<file path="config.mk">
export PLATFORM = sky130hd
export DESIGN_NAME = descriptor_reader
export DESIGN_NICKNAME = d
export VERILOG_FILES = /design/src/rtl/descriptor_reader.sv
export SDC_FILE = /design/constraint.sdc
export NUM_CORES = 1
export LEC_CHECK = 0
export CAP_MARGIN = 15
export CORE_UTILIZATION = 30
export DETAILED_ROUTE_END_ITERATION = 6
export SLEW_MARGIN = 20
export SYNTH_ARGS = -nofsm -noshare
export SYNTH_HDL_FRONTEND = slang
export SYNTH_SLANG_ARGS = --single-unit
</file>
<file path="constraint.sdc">
create_clock -name clk -period 4.8 [get_ports clk]
set_input_delay 0.48 -clock clk [delete_from_list [all_inputs] [get_ports clk]]
set_output_delay 0.48 -clock clk [all_outputs]
set_load 0.1 [all_outputs]
</file>
<file path="src/rtl/descriptor_reader.sv">
// descriptor_reader
//   Reads keypoint descriptors back from the descriptor BRAM. Each keypoint
//   occupies SUBPATCHES consecutive W-bit histogram words; this block fetches
//   them in order, packs each group into one D-bit descriptor (sub-patch 0 in
//   the low bits) and offers it on a valid/ready stream. Trailing words that
//   do not form a complete group are never read.
//
// Ports
//   clk            system clock
//   rst_in         asynchronous active-high reset
//   start          one-cycle pulse starting a readout pass (honoured in IDLE only)
//   desc_count     number of valid BRAM words, sampled on start
//   desc_read_addr BRAM read address
//   desc_read      BRAM read data, READ_LATENCY cycles after the address
//   desc_valid     desc_data holds a complete descriptor
//   desc_ready     downstream accepts the descriptor
//   desc_data      packed descriptor
//   desc_index     0-based index of the descriptor on desc_data
//   busy           high whenever the FSM is not in IDLE
//   done           one-cycle pulse marking the end of a pass
module descriptor_reader #(
   parameter int NUMBER_DESCRIPTORS = 4000,
   parameter int BIN_WIDTH          = 3,
   parameter int NUM_BINS           = 8,
   parameter int SUBPATCHES         = 4,
   parameter int READ_LATENCY       = 2
) (
   input  logic                                                clk,
   input  logic                                                rst_in,
   input  logic                                                start,
   input  logic [$clog2(NUMBER_DESCRIPTORS)-1:0]               desc_count,
   output logic [$clog2(NUMBER_DESCRIPTORS)-1:0]               desc_read_addr,
   input  logic [BIN_WIDTH*NUM_BINS-1:0]                       desc_read,
   output logic                                                desc_valid,
   input  logic                                                desc_ready,
   output logic [BIN_WIDTH*NUM_BINS*SUBPATCHES-1:0]            desc_data,
   output logic [$clog2(NUMBER_DESCRIPTORS/SUBPATCHES)-1:0]    desc_index,
   output logic                                                busy,
   output logic                                                done
);

   localparam int AW  = $clog2(NUMBER_DESCRIPTORS);
   localparam int W   = BIN_WIDTH * NUM_BINS;
   localparam int SW  = $clog2(SUBPATCHES);
   localparam int WCW = (READ_LATENCY > 2) ? $clog2(READ_LATENCY) : 1;

   // Words needed past the current base for a further complete group.
   localparam logic [AW:0] NEXT_SPAN = (AW+1)'(2 * SUBPATCHES);

   typedef enum logic [2:0] {
      IDLE,
      ISSUE,
      WAIT,
      CAPTURE,
      OUTPUT,
      FINISH
   } state_t;

   state_t           state;
   logic [AW-1:0]    count_q;
   logic [AW-1:0]    base_q;
   logic [SW-1:0]    slot_q;
   logic [WCW-1:0]   wait_q;

   always_ff @(posedge clk or posedge rst_in) begin
      if (rst_in) begin
         state          <= IDLE;
         count_q        <= '0;
         base_q         <= '0;
         slot_q         <= '0;
         wait_q         <= '0;
         desc_read_addr <= '0;
         desc_valid     <= 1'b0;
         desc_data      <= '0;
         desc_index     <= '0;
         busy           <= 1'b0;
         done           <= 1'b0;
      end else begin
         done <= 1'b0;
         case (state)
            IDLE: begin
               if (start) begin
                  count_q        <= desc_count;
                  base_q         <= '0;
                  slot_q         <= '0;
                  desc_index     <= '0;
                  // Address is loaded on entry to ISSUE so it is on the bus
                  // during the ISSUE cycle itself.
                  desc_read_addr <= '0;
                  busy           <= 1'b1;
                  if (desc_count < AW'(SUBPATCHES)) begin
                     state <= FINISH;
                     done  <= 1'b1;
                  end else begin
                     state <= ISSUE;
                  end
               end
            end

            ISSUE: begin
               wait_q <= '0;
               if (READ_LATENCY > 1) state <= WAIT;
               else                  state <= CAPTURE;
            end

            WAIT: begin
               if (wait_q == WCW'(READ_LATENCY - 2)) state <= CAPTURE;
               else                                   wait_q <= wait_q + 1'b1;
            end

            CAPTURE: begin
               for (int unsigned i = 0; i < SUBPATCHES; i++) begin
                  if (slot_q == SW'(i)) desc_data[i*W +: W] <= desc_read;
               end
               if (slot_q != SW'(SUBPATCHES - 1)) begin
                  slot_q         <= slot_q + 1'b1;
                  desc_read_addr <= base_q + AW'(slot_q) + AW'(1);
                  state          <= ISSUE;
               end else begin
                  desc_valid <= 1'b1;
                  state      <= OUTPUT;
               end
            end

            OUTPUT: begin
               if (desc_ready) begin
                  desc_valid <= 1'b0;
                  slot_q     <= '0;
                  base_q     <= base_q + AW'(SUBPATCHES);
                  // Old base: the next group spans base+SUBPATCHES .. base+2*SUBPATCHES-1.
                  if ({1'b0, base_q} + NEXT_SPAN > {1'b0, count_q}) begin
                     state <= FINISH;
                     done  <= 1'b1;
                  end else begin
                     desc_index     <= desc_index + 1'b1;
                     desc_read_addr <= base_q + AW'(SUBPATCHES);
                     state          <= ISSUE;
                  end
               end
            end

            FINISH: begin
               busy  <= 1'b0;
               state <= IDLE;
            end

            default: state <= IDLE;
         endcase
      end
   end

endmodule

</file>
==> results of run 1 <==
==> routing by layer <==
metal	track usage (%)	vias up	part of all wire (%)
li1	-	2302	-
met1	19.41	2404	43
met2	24.66	136	47
met3	7.186	12	9.2
met4	4.505	0	0.83
met5	0	-	0
==> final cells by class <==
cell class,count,area [sq um]
Clock buffer,17,425.4
Multi-Input combinational cell,368,2800
Timing Repair Buffer,169,1669
Fill cell,2116,12690
Tap cell,280,350.3
Inverter,18,72.57
Clock inverter,15,180.2
Sequential cell,148,3704
==> worst max path at each step <==
stage	end	cells after the start
2_1_floorplan	base_q[10]	1
3_3_place_gp	desc_read_addr[3]	10
3_5_place_dp	desc_read_addr[3]	10
4_1_cts	desc_read_addr[3]	10
5_1_grt	desc_read_addr[3]	10
6_report	desc_read_addr[3]	10
==> critical path: stages, from the launching register on <==
cell      delay [ns]
dfrtp_1         0.54
ha_1            0.29
nand3_1         0.09
nor2_1          0.26
xor2_1          0.12
ha_1            0.32
and3_1          0.24
nand2_1         0.09
o211a_2         0.32
o21bai_4        0.45
mux2_2          0.39
==> per-stage QoR <==
step	cells	setup slack (ns)	instance area, sq um
2_1_floorplan	564	0.3403	6721
3_3_place_gp	983	1.674	8596
3_5_place_dp	983	1.639	8596
4_1_cts	1015	1.553	9201
5_1_grt	1015	1.315	9201
6_report	1015	1.569	9201
==> cell families after synthesis <==
family	after synthesis	share of synthesized area (%)
xor gates and xnor gates	11	1.433
AOI/OAI and AO/OA	101	9.848
buffers and inverters	48	3.276
muxes	101	16.87
DFF	148	55.10
and+or+nand+nor	135	9.754
adders and majority gates	20	3.723
==> flip-flops by register name (all words and copies together), names as in the netlist, 2 cells and up <==
name,count
base_q,10
count_q,12
desc_data,96
desc_index,10
desc_read_addr,12
slot_q,2
state,3
==> cells in the final DEF, fill, tap and decap left out, drive strengths merged, types with 8 or more instances in the layout <==
cell type	instances
clkdlybuf4s50	160
dfrtp	148
mux2	98
nand2	67
o21ai	43
inv	25
nor2	23
ha	20
a21oi	17
clkbuf	17
nand3	9
buf	9
xnor2	8
a21o	8
==> cells in the mapped netlist (all sizes together) <==
master / number
a211oi: 1
a21o: 8
a21oi: 17
a221oi: 2
a22o: 3
a22oi: 4
a311o: 1
a31o: 2
a31oi: 5
a41o: 1
a41oi: 1
and2: 1
and3: 6
buf: 18
clkbuf: 12
dfrtp: 148
ha: 20
inv: 18
mux2: 98
mux2i: 3
nand2: 67
nand2b: 1
nand3: 9
nand3b: 1
nand4: 7
nor2: 23
nor2b: 1
nor3: 2
nor3b: 3
nor4: 3
nor4bb: 1
o211a: 2
o21a: 1
o21ai: 43
o21bai: 1
o22ai: 2
o31a: 2
o31ai: 5
or2: 4
or3: 5
or4: 1
xnor2: 8
xor2: 3
==> impl_metrics.csv, run 1 <==
group,metric,value,unit
yosys,syn_area_per_cell,11.92,sq um
floorplan,dieArea,23010,sq um
yosys,ys_top_cells_by_area,"dfrtp_1 55%, mux2_2 16%, ha_1 3.7%",
floorplan,io_pins,161,
finish,area_delta_synth_final,36.89,%
yosys,ys_types,54,
floorplan,core-area,21890,sq um
worst_setup_path,cp-start-kind,"register",
run_status,outcome,"completed",
cts,cts_tree,"done",
timing,fin_crit_sh,67.31,%
global_routing,grt_max_degree,86,
timing,hold_viol_final,0,
worst_setup_path,critPathKind,"register to register",
yosys,syn_inst,564,
cts,numCtsBuffers,17,
yosys,yosys.area.top_type,"dfrtp_1",
yosys,yosysSeqAreaShare,55.10,%
cts,htreeDepth,4,
global_routing,grt_overflow,0,
finish,nets,782,
cts,cts.reportedPaths.clkPinSlew,0.07,ns
drt,routed_wl,17410,um
hold_path,hold_start,"desc_read_addr[5]",
yosys,syn_nets,624,
hold_path,whs_path_depth,2,
timing,drv_slew,0,
timing,slew_headroom,29.99,%
worst_setup_path,cp-startpoint,"base_q[4]",
timing,setup_tns,0,ns
global_routing,grt_pass1_wl,27340,um
worst_setup_path,end_kind,"register",
floorplan,rows,54,
drt,first_pass_iters,4,
flow_run,drv_cap,0,
finish,drive_gt1_share,21.63,%
cts,clk_latency,0.44,ns
floorplan,start_util,30.70,%
drt,dr.first_iter.drc_count,172,
yosys,yosysWarnings,0,
global_routing,grt_pass1_vias,4898,
worst_setup_path,r2r_cells,10,
drt,wl_per_cell,17.15,um
hold_path,worst_hold_path_type,"register to register",
drt,num_vias,4854,
cts,cts_buffer_depth,2,
drt,remaining_drc_errors,0,
yosys,syn_area,6721,sq um
worst_setup_path,timing.rr.end,"desc_read_addr[3]",
worst_setup_path,reg2reg_from,"base_q[4]",
timing,worst_pin_slew,1.047,ns
floorplan,die_x,151.7,um
timing,worst_hold_slack,0.4791,ns
floorplan,die_h,151.7,um
hold_path,hold_end,"desc_read_addr[5]",
worst_setup_path,cp_max_fo,22,
finish,fin_util,42.03,%
timing,setup_viol,0,
timing,rsz0062_at_grt,"no",
yosys,synth_seq_cells,148,
placed_design,place_hpwl,11520,um
timing,fin_crit,3.231,ns
cts,cts-root-buf,"clkbuf_16",
placed_design,port_buffers,160,
finish,num_antenna_cells,0,
cts,clock_sinks,148,
timing,timing.fmax,309.5,MHz
global_routing,track_usage,15.76,%
global_routing,antenna_found_initial,0,
yosys,synth_top_area_share,55.10,%
worst_setup_path,cp.arrival,3.54,ns
worst_setup_path,rrSetupSlack,1.57,ns
timing,fin_skew,0.01711,ns
cts,post_cts.repair.setup_buffers,0,
drt,ant_nets,0,
cts,postCtsHoldBufs,0,
cts,cts_resized,0,
drt,viasPerCell,4.782,
placed_design,globalplace.congestion,0.8257,
worst_setup_path,worstPathRequired,5.11,ns
Power of run 1 is left out: the tool's default activity adds up to more than one toggle a clock period on the data nets, which glitch-free logic cannot reach.
==> run 2: changes to the inputs <==
- clock period: 4.8 -> 2.6 ns (I/O delays scaled with it)
==> run 2 against run 1 <==
  * The run now ends with negative setup slack left
  * Cell count up 4.0%
  * Non-clock buffer count increased by 41
  * Wire length increased by 3.4%
  * Clock skew is 0.0018 ns lower
  * Die area unchanged
  * First-iteration DRC count increased by 20%
  * Critical endpoint is now desc_index[6]
  * Fmax is 24% higher
  * Critical path depth rose by 1
  * Global-route usage increased by 0.40 points
  * Cell area grew 1.4%
  * Worst setup slack worse by 1.6 ns
  * Clock-buffer cell count is the same
==> impl_metrics.csv, run 2 (synthesized netlist as in run 1, its figures left out) <==
group,metric,value,unit
cts,cts_tree,"done",
drt,viasPerCell,4.784,
finish,num_antenna_cells,0,
floorplan,rows,54,
floorplan,start_util,30.70,%
finish,fin_util,42.61,%
timing,slew_headroom,55.19,%
timing,rsz0062_at_grt,"yes",
timing,fin_crit_sh,100.2,%
flow_run,drv_cap,0,
floorplan,dieArea,23010,sq um
finish,regArea,3707,sq um
cts,cts_buffer_depth,2,
placed_design,placed_cell_area,8596,sq um
worst_setup_path,worstPathRequired,2.92,ns
finish,reg_top3,"desc_data: 96 flops, count_q: 12 flops, desc_read_addr: 12 flops",
placed_design,globalplace.congestion,0.8409,
cts,numCtsBuffers,17,
floorplan,io_pins,161,
drt,ant_nets,0,
finish,drive_gt1_share,42.65,%
placed_design,place_hpwl,12280,um
drt,remaining_drc_errors,0,
timing,fin_crit,2.604,ns
run_status,outcome,"finished, violations left",
global_routing,grt_pass1_vias,5106,
worst_setup_path,cp.arrival,2.92,ns
cts,cts-root-buf,"clkbuf_16",
cts,cts.reportedPaths.clkPinSlew,0.08,ns
global_routing,antenna_found_initial,0,
timing,fin_skew,0.01528,ns
hold_path,worst_hold_path_type,"input port to asynchronous set/reset pin",
cts,postCtsHoldBufs,0,
cts,clk_latency,0.44,ns
timing,fin_ws,-0.004005,ns
timing,worst_hold_slack,0.2651,ns
global_routing,grt_overflow,0,
timing,worst_pin_slew,0.6708,ns
placed_design,dp_slack,-0.1110,ns
timing,drv_slew,0,
timing,timing.fmax,384.0,MHz
timing,setup_viol,1,
finish,mostFrequentLayoutCell,"buf_4",
run_status,violations,"negative setup slack",
finish,nFillCells,2121,
drt,first_pass_iters,4,
floorplan,die_x,151.7,um
finish,largest_reg_flops,96,
cts,htreeDepth,4,
finish,area_delta_synth_final,38.78,%
worst_setup_path,cp_max_fo,8,
finish,layout_common_cells,"165 x buf_4, 145 x dfrtp_1, 97 x mux2_2, 64 x nand2_1",
drt,routed_wl,18000,um
timing,hold_viol_final,0,
finish,nets,823,
global_routing,grt_max_degree,55,
floorplan,die_h,151.7,um
drt,dr.first_iter.drc_count,206,
finish,post-route-cell-area,9328,sq um
floorplan,core-area,21890,sq um
global_routing,grt_pass1_wl,28110,um
drt,num_vias,5052,
placed_design,port_buffers,160,
worst_setup_path,cp-start-kind,"register",
finish,largest_register,"desc_data",
worst_setup_path,critPathKind,"register to register",
finish,multiInputGateArea,2860,sq um
worst_setup_path,end_kind,"register",
drt,wl_per_cell,17.04,um
cts,clock_sinks,148,
global_routing,track_usage,16.16,%
[run 2: changes by cell type in the layout (fill, tap and decap cells not counted), moves of 3 or more]
cell | before | now
buf_4 | 9 | 165
clkdlybuf4s50_1 | 160 | 39
buf_12 | 0 | 4
dfrtp_1 | 148 | 145
dfrtp_2 | 0 | 3
[run 2: layout make-up]
class | instances | share of cell area [%]
Sequential cell | 148 | 39.75
Clock buffer | 17 | 4.561
Tap cell | 280 | 3.756
Clock inverter | 15 | 1.945
Multi-Input combinational cell | 368 | 30.66
Inverter | 18 | 0.7646
Timing Repair Buffer | 210 | 18.56
[run 2: through the flow]
step / cells / setup TNS (ns)
6_report: 1056 / -0.004005
5_1_grt: 1056 / -1.472
4_1_cts: 1052 / -0.05556
3_5_place_dp: 1013 / -1.138
3_3_place_gp: 1013 / -0.1088
2_1_floorplan: 564 / 0
[run 2: critical path, cell delays in order (launching register included)]
cell and delay (ns):
dfrtp_2 0.42, ha_4 0.15, nand3_2 0.08, nor2_2 0.15, xor2_1 0.20, ha_1 0.28, and3_4 0.19, a221oi_4 0.26
o211a_4 0.25, o211a_4 0.22, a31oi_1 0.09, a41o_1 0.21
[run 2: metal layers]
layer	wire length (um)	vias to the layer above	track usage, %	part of all wire [%]
met3	1357	14	6.168	7.5
met4	190	0	4.851	1.1
met5	0	-	0	0
met1	7952	2505	20.29	44
met2	8498	137	25.64	47
li1	-	2396	-	-
[run 2: worst paths after layout]
| kind | startpoint | end | slack, ns | cells past startpoint |
|---|---|---|---|---|
| min reg2reg | desc_read_addr[8] | desc_read_addr[8] | 0.48 | 2 |
| max | base_q[3] | desc_index[6] | -0.004 | 11 |
| max in group asynchronous | rst_in | base_q[3] | 1.60 | 3 |
| min | rst_in | desc_data[75] | 0.27 | 2 |
| min in group clk | desc_count[0] | count_q[0] | 0.36 | 3 |
| max reg2reg | base_q[3] | desc_index[6] | -0.004 | 11 |
[run 2: what timing repair did]
| action | in CTS | in global routing |
|---|---|---|
| resized for setup | 8 | 5 |
| endpoints found under the setup margin | 18 | 23 |
| hold endpoints to repair | 0 | 0 |
| buffers inserted | 7 | 4 |
| pin swaps | 20 | 10 |
Power of run 2 is left out for the same reason.
